[config.mk]
export PLATFORM = sky130hd
export DESIGN_NAME = ex_muldiv_unit
export DESIGN_NICKNAME = d
export VERILOG_FILES = /design/src/rtl/ex_muldiv_unit.sv
export SDC_FILE = /design/constraint.sdc
export NUM_CORES = 2
export LEC_CHECK = 0
export CAP_MARGIN = 20
export CORE_MARGIN = 2
export CORE_UTILIZATION = 30
export CTS_CLUSTER_DIAMETER = 120
export DETAILED_ROUTE_END_ITERATION = 10
export HOLD_SLACK_MARGIN = 0.05
export PLACE_DENSITY_LB_ADDON = 0.2
export SLEW_MARGIN = 0
export SYNTH_ARGS = -nofsm -noshare
export SYNTH_HDL_FRONTEND = slang
export SYNTH_SLANG_ARGS = --single-unit
export TNS_END_PERCENT = 1
[constraint.sdc]
create_clock -name clk -period 21.9 [get_ports clk]
set_input_delay 4.38 -clock clk [delete_from_list [all_inputs] [get_ports clk]]
set_output_delay 4.38 -clock clk [all_outputs]
set_load 0.05 [all_outputs]
[src/rtl/ex_muldiv_unit.sv]
// Execute-stage RV32M multiply/divide unit (MUL/MULH/MULHSU/MULHU/DIV/DIVU/REM/REMU).
// Latency: MUL_CYCLES for multiplies, XLEN+1 for divide/remainder, 1 for divide special cases.
// Backpressure: busy is raised from accept until the result cycle; the result pulse is one cycle and unstallable.
module ex_muldiv_unit #(
  parameter int XLEN       = 32,
  parameter int MUL_CYCLES = 2
) (
  input  logic            clk,
  input  logic            rst,
  input  logic            valid_i,
  input  logic [6:0]      opcode_i,
  input  logic [31:0]     instr_i,
  input  logic [XLEN-1:0] reg1_i,
  input  logic [XLEN-1:0] reg2_i,
  input  logic [4:0]      reg_dst_i,
  input  logic            flush_i,
  output logic            busy_o,
  output logic            result_valid_o,
  output logic [XLEN-1:0] result_o,
  output logic [4:0]      reg_dst_o
);

  localparam int CW = $clog2(XLEN + 1);
  localparam logic [CW-1:0] MUL_LAST = CW'(MUL_CYCLES - 2);
  localparam logic [CW-1:0] DIV_LAST = CW'(XLEN - 1);

  typedef enum logic [1:0] {S_IDLE, S_MUL, S_DIV, S_DONE} state_t;

  state_t state, state_nx;

  // Latched operation context.
  logic [XLEN-1:0] op_a;
  logic [XLEN-1:0] op_b;      // raw rs2 for multiply, divisor magnitude for divide
  logic [XLEN-1:0] quo;       // dividend magnitude shifting out, quotient shifting in
  logic [XLEN-1:0] rem;
  logic [2:0]      f3;
  logic [4:0]      rd;
  logic [CW-1:0]   counter;
  logic            neg_q;
  logic            neg_r;

  // Decode of the incoming instruction.
  logic [2:0] funct3;
  logic [6:0] funct7;
  logic       is_m;
  logic       accept;
  logic       in_signed_div;
  logic       div_zero;
  logic       div_ovf;
  logic [XLEN-1:0] a_mag;
  logic [XLEN-1:0] b_mag;
  logic [XLEN-1:0] spec_res;

  assign funct3        = instr_i[14:12];
  assign funct7        = instr_i[31:25];
  assign is_m          = valid_i && (opcode_i == 7'b0110011) && (funct7 == 7'b0000001);
  assign accept        = (state == S_IDLE) && is_m && !flush_i;
  assign in_signed_div = !funct3[0];
  assign div_zero      = (reg2_i == '0);
  assign div_ovf       = in_signed_div && (reg1_i == {1'b1, {(XLEN-1){1'b0}}}) && (reg2_i == '1);
  assign a_mag         = (in_signed_div && reg1_i[XLEN-1]) ? -reg1_i : reg1_i;
  assign b_mag         = (in_signed_div && reg2_i[XLEN-1]) ? -reg2_i : reg2_i;
  // Divide by zero: quotient all ones, remainder = dividend. Overflow: quotient = dividend, remainder 0.
  assign spec_res      = div_zero ? (funct3[1] ? reg1_i : '1)
                                  : (funct3[1] ? '0 : reg1_i);

  // Multiplier: one array shared between the accept cycle (single-cycle config) and the MUL state.
  logic [XLEN-1:0]   mul_a;
  logic [XLEN-1:0]   mul_b;
  logic [2:0]        mul_f3;
  logic              mul_a_sx;
  logic              mul_b_sx;
  logic [2*XLEN+1:0] mul_a_w;
  logic [2*XLEN+1:0] mul_b_w;
  logic [2*XLEN+1:0] prod;
  logic [XLEN-1:0]   mul_res;

  assign mul_a    = (state == S_MUL) ? op_a : reg1_i;
  assign mul_b    = (state == S_MUL) ? op_b : reg2_i;
  assign mul_f3   = (state == S_MUL) ? f3 : funct3;
  assign mul_a_sx = (mul_f3[1:0] == 2'b01) || (mul_f3[1:0] == 2'b10);
  assign mul_b_sx = (mul_f3[1:0] == 2'b01);
  assign mul_a_w  = {{(XLEN+2){mul_a_sx & mul_a[XLEN-1]}}, mul_a};
  assign mul_b_w  = {{(XLEN+2){mul_b_sx & mul_b[XLEN-1]}}, mul_b};
  assign prod     = mul_a_w * mul_b_w;
  assign mul_res  = (mul_f3[1:0] == 2'b00) ? prod[XLEN-1:0] : prod[2*XLEN-1:XLEN];

  // Restoring divider step: one quotient bit per cycle.
  logic [XLEN:0]   rem_sh;
  logic [XLEN:0]   rem_diff;
  logic            rem_ge;
  logic [XLEN-1:0] rem_nx;
  logic [XLEN-1:0] quo_nx;
  logic [XLEN-1:0] q_fix;
  logic [XLEN-1:0] r_fix;
  logic [XLEN-1:0] div_res;

  assign rem_sh   = {rem, quo[XLEN-1]};
  assign rem_diff = rem_sh - {1'b0, op_b};
  assign rem_ge   = (rem_sh >= {1'b0, op_b});
  assign rem_nx   = rem_ge ? rem_diff[XLEN-1:0] : rem_sh[XLEN-1:0];
  assign quo_nx   = {quo[XLEN-2:0], rem_ge};
  assign q_fix    = neg_q ? -quo_nx : quo_nx;
  assign r_fix    = neg_r ? -rem_nx : rem_nx;
  assign div_res  = f3[1] ? r_fix : q_fix;

  logic unused_bits;
  assign unused_bits = &{1'b0, instr_i[24:15], instr_i[11:0], prod[2*XLEN+1:2*XLEN]};

  // State register.
  always_ff @(posedge clk or posedge rst) begin
    if (rst) state <= S_IDLE;
    else     state <= state_nx;
  end

  // Next-state, result capture and handshake outputs.
  logic            load_res;
  logic [XLEN-1:0] res_nx;
  logic [4:0]      rd_nx;

  always_comb begin
    state_nx       = state;
    load_res       = 1'b0;
    res_nx         = '0;
    rd_nx          = rd;
    busy_o         = 1'b0;
    result_valid_o = 1'b0;
    case (state)
      S_IDLE: begin
        if (accept) begin
          busy_o = 1'b1;
          if (!funct3[2]) begin
            if (MUL_CYCLES == 1) begin
              state_nx = S_DONE;
              load_res = 1'b1;
              res_nx   = mul_res;
              rd_nx    = reg_dst_i;
            end else begin
              state_nx = S_MUL;
            end
          end else if (div_zero || div_ovf) begin
            state_nx = S_DONE;
            load_res = 1'b1;
            res_nx   = spec_res;
            rd_nx    = reg_dst_i;
          end else begin
            state_nx = S_DIV;
          end
        end
      end
      S_MUL: begin
        busy_o = 1'b1;
        if (flush_i) begin
          state_nx = S_IDLE;
        end else if (counter == MUL_LAST) begin
          state_nx = S_DONE;
          load_res = 1'b1;
          res_nx   = mul_res;
        end
      end
      S_DIV: begin
        busy_o = 1'b1;
        if (flush_i) begin
          state_nx = S_IDLE;
        end else if (counter == DIV_LAST) begin
          state_nx = S_DONE;
          load_res = 1'b1;
          res_nx   = div_res;
        end
      end
      S_DONE: begin
        result_valid_o = !flush_i;
        state_nx       = S_IDLE;
      end
      default: state_nx = S_IDLE;
    endcase
  end

  // Operand latch, iteration counter and divider shift registers.
  always_ff @(posedge clk or posedge rst) begin
    if (rst) begin
      op_a    <= '0;
      op_b    <= '0;
      quo     <= '0;
      rem     <= '0;
      f3      <= '0;
      rd      <= '0;
      counter <= '0;
      neg_q   <= 1'b0;
      neg_r   <= 1'b0;
    end else if (accept) begin
      op_a    <= reg1_i;
      op_b    <= funct3[2] ? b_mag : reg2_i;
      quo     <= a_mag;
      rem     <= '0;
      f3      <= funct3;
      rd      <= reg_dst_i;
      counter <= '0;
      neg_q   <= in_signed_div && (reg1_i[XLEN-1] ^ reg2_i[XLEN-1]);
      neg_r   <= in_signed_div && reg1_i[XLEN-1];
    end else if (state == S_MUL) begin
      counter <= counter + 1'b1;
    end else if (state == S_DIV) begin
      rem     <= rem_nx;
      quo     <= quo_nx;
      counter <= counter + 1'b1;
    end
  end

  // Delivered result registers; they only change when a result is produced.
  always_ff @(posedge clk or posedge rst) begin
    if (rst) begin
      result_o  <= '0;
      reg_dst_o <= '0;
    end else if (load_res) begin
      result_o  <= res_nx;
      reg_dst_o <= rd_nx;
    end
  end

endmodule

==> summary.md <==
| Metric | Value |
|---|---|
| Post-layout min period | `15.08 ns` |
| Share of layout cells above drive strength 1 | `0.0494` |
| Max-slew headroom | `0.211` |
| Die width | `421 um` |
| Postcts setup bufs | `0` |
| Syn Std Cell Area | `0.0522 mm^2` |
| MaxCap Viol Count | `0` |
| Synth top area share | `0.431` |
| DP HPWL | `157000 um` |
| Post-synthesis cell type count | `96` |
| Status | `complete, no violations` |
| Max FO, Critical Path | `9` |
| Vias in the first global route | `44300` |
| Root buf cell | `clkbuf_16` |
| TritonCTS buffer count | `17` |
| Worst path arrival time | `15.47 ns` |
| CP max-delay cell | `fa_1` |
| Gr usage total | `0.221` |
| Slowest stage delay, CP | `1.14 ns` |
| Tcrit/Tclk final | `0.689` |
| Startpoint type of the worst setup path | `input port` |
| Post-Syn Instances | `6113` |
| Synth Register Bits | `182` |
| CP most frequent cell | `fa_1` |
| Syn_area_per_cell | `8.55 um^2` |
| CTS H-tree depth | `4` |
| Pins over their slew limit | `0` |
| Mux cell area share after synthesis | `0.0360` |
| Post-synthesis compound-gate area fraction | `0.0816` |
| Post-Synth Adder-Cell Area | `0.493` |
| PortBufs | `128` |
| Setup TNS | `0 ns` |
| Synth warn | `0` |
| Synth Area in Simple Gates | `0.155` |
| CTS Sinks | `182` |
| Synth area leaders | `fa_1 (43%), inv_1 (9.0%), dfrtp_1 (8.7%)` |
| Clock Skews | `0.0166 ns` |
| RSZ-0062 raised after global routing | `false` |
| Initial Utilization | `0.301` |
| Crit Path Category | `in2reg` |
| First-pass GRT wire length | `294000 um` |
| Largest net degree at the start of global routing | `92` |
| IO Pins | `151` |
| Via count | `42200` |
| Worst Hold Class | `reg2reg` |
| Post-layout nets | `7570` |
| DRC violations left | `0` |
| Clock transition at path regs | `0.09 ns` |
| Least-Margin Pin Slew | `1.15 ns` |
| Main combinational cell family by area after synthesis | `adder cells` |
| Total grt overflow | `0` |
| Total core area | `0.173 mm^2` |
| Worst-Skew Late Latency | `0.52 ns` |
| Final Hold Fails | `0` |
| Die Area | `0.177 mm^2` |
| Max Clock Freq | `66.3 MHz` |
| Final count of negative-setup-slack endpoints | `0` |
| Layout Area Growth over Synthesis | `9.01%` |
| Deepest clock path buffer count | `2` |
| Die height | `421 um` |
| Critical path required time | `22.29 ns` |
| First drt pass iteration count | `5` |
| Initial antenna violation count | `2` |
| Post-synth top area cell | `fa_1` |
| Post-Synth XOR/XNOR Area | `0.0347` |
| Async set-reset flop share out of synthesis | `1.00` |
| Post-synth top flop | `dfrtp_1` |
| EDFF count, synth | `0` |
| Row count | `153` |
| CTS tree | `done` |
| Setup crit end kind | `flop` |
| Placer Congestion | `0.928` |
| Drt total wl | `196000 um` |
| Total nets after synthesis | `7608` |
| 1st-iter DRT viols | `3159` |
| Wirelength per Cell | `23.2 um` |
| Drt via density | `5.01` |
| Post-CTS Resized | `0` |
| Hold_buf cts | `0` |
| Register area share after synthesis | `0.0872` |
| Routed Antenna Nets | `0` |
## cell families (layout without fill, tap and decap cells)
kind of cell | after synthesis | count (layout)
buffers and inverters | 1559 | 1534
adder cells (fa/ha/maj) | 1383 | 1383
AO/OA/AOI/OAI | 664 | 664
multiplexers | 179 | 179
XOR/XNOR | 206 | 206
other | 0 | 2
AND/OR/NAND/NOR | 1940 | 1940
flip-flops | 182 | 182
## routing by layer
layer | share of wire | vias up | global-route usage
met1 | 0.44 | 22200 | 0.298
met5 | 0.000092 | - | 0
met3 | 0.044 | 242 | 0.0201
met2 | 0.48 | 1239 | 0.375
li1 | - | 18500 | -
met4 | 0.035 | 2 | 0.0689
## cells in the final DEF (no fill, tap or decap), types with 17 or more instances in the layout
| cell type | Yosys | layout |
|---|---|---|
| nand2b_1 | 23 | 22 |
| nand2_1 | 1058 | 1058 |
| nand4_1 | 29 | 29 |
| nand3_1 | 43 | 43 |
| clkdlybuf4s50_1 | 0 | 128 |
| dfrtp_1 | 182 | 182 |
| ha_1 | 257 | 256 |
| a211oi_1 | 20 | 20 |
| o21a_1 | 21 | 21 |
| xor2_1 | 86 | 86 |
| a21o_1 | 45 | 45 |
| mux2i_1 | 107 | 88 |
| nor2b_1 | 23 | 22 |
| o31ai_1 | 24 | 24 |
| fa_1 | 1126 | 1126 |
| o21ai_0 | 131 | 130 |
| nor3_1 | 34 | 32 |
| o211ai_1 | 22 | 22 |
| xnor2_1 | 119 | 119 |
| a31oi_1 | 40 | 40 |
| mux2_2 | 70 | 70 |
| inv_1 | 1249 | 1248 |
| a21oi_1 | 217 | 217 |
| clkbuf_16 | 0 | 17 |
| or3_1 | 31 | 30 |
| and2_1 | 39 | 39 |
| nor2_1 | 577 | 576 |
| buf_4 | 1 | 118 |
| mux2i_2 | 0 | 17 |
## per-stage QoR
step	utilization	hold slack (ns)	setup WS, ns	instance area [um^2]	cells
finish	0.328	0.472	6.82	56900	8415
global route	0.328	0.489	6.37	56900	8413
CTS	0.328	0.471	6.82	56900	8412
detailed placement	0.325	0.453	6.31	56300	8380
global placement	0.325	0.449	6.33	56300	8377
floorplan	-	0.433	9.21	52200	6113
## path summary, 6_finish.rpt
check	from	end	slack, ns	cells after the start
max	instr_i[13]	result_o[29]$_DFFE_PP0P_	6.82	28
min	f3[0]$_DFFE_PP0P_	f3[0]$_DFFE_PP0P_	0.47	2
max reg2reg	state[1]$_DFFE_PP0P_	result_o[29]$_DFFE_PP0P_	9.75	30
min reg2reg	f3[0]$_DFFE_PP0P_	f3[0]$_DFFE_PP0P_	0.47	2
max in group asynchronous	rst	op_b[28]$_DFFE_PP0P_	16.33	3
min in group asynchronous	rst	rem[20]$_DFFE_PP0P_	4.32	2
## cells in the mapped netlist (30+ instances only)
cell,number
fa_1,1126
nor2_1,577
mux2i_1,107
dfrtp_1,182
mux2_2,70
clkbuf_1,258
nor3_1,34
nand3_1,43
inv_1,1249
a21oi_1,217
xnor2_1,119
a21o_1,45
buf_1,30
a31oi_1,40
nand2_1,1058
ha_1,257
o21ai_0,131
xor2_1,86
and2_1,39
or3_1,31
## area by class of cell
type                    count  area [um^2]
flip-flops and latches    182         4550
multi-input cells        4372        42000
well taps                2325         2910
repair buffers            250         2220
diodes                      2         5.00
clock buffers              17          425
fillers                 18400       116000
inverters                1252         4710
clock inverters            15          174
## sequential cells by signal, summed over array words and instances (netlist names)
signal	cells
counter	6
quo	32
reg_dst_o	5
op_b	32
state	2
rem	32
neg_q	1
neg_r	1
op_a	32
f3	2
rd	5
result_o	32
## worst max-delay path, delay by kind of cell
kind            cells  cell delay (ns)
compound gates      9             2.46
xor+xnor            1             0.20
fa+ha+maj          10             5.73
buf+inv             5             1.28
mux                 1             0.53
simple gates        2             0.89
Power is left out: the tool's default activity adds up to more than one toggle a clock period on the data nets, which glitch-free logic cannot reach.
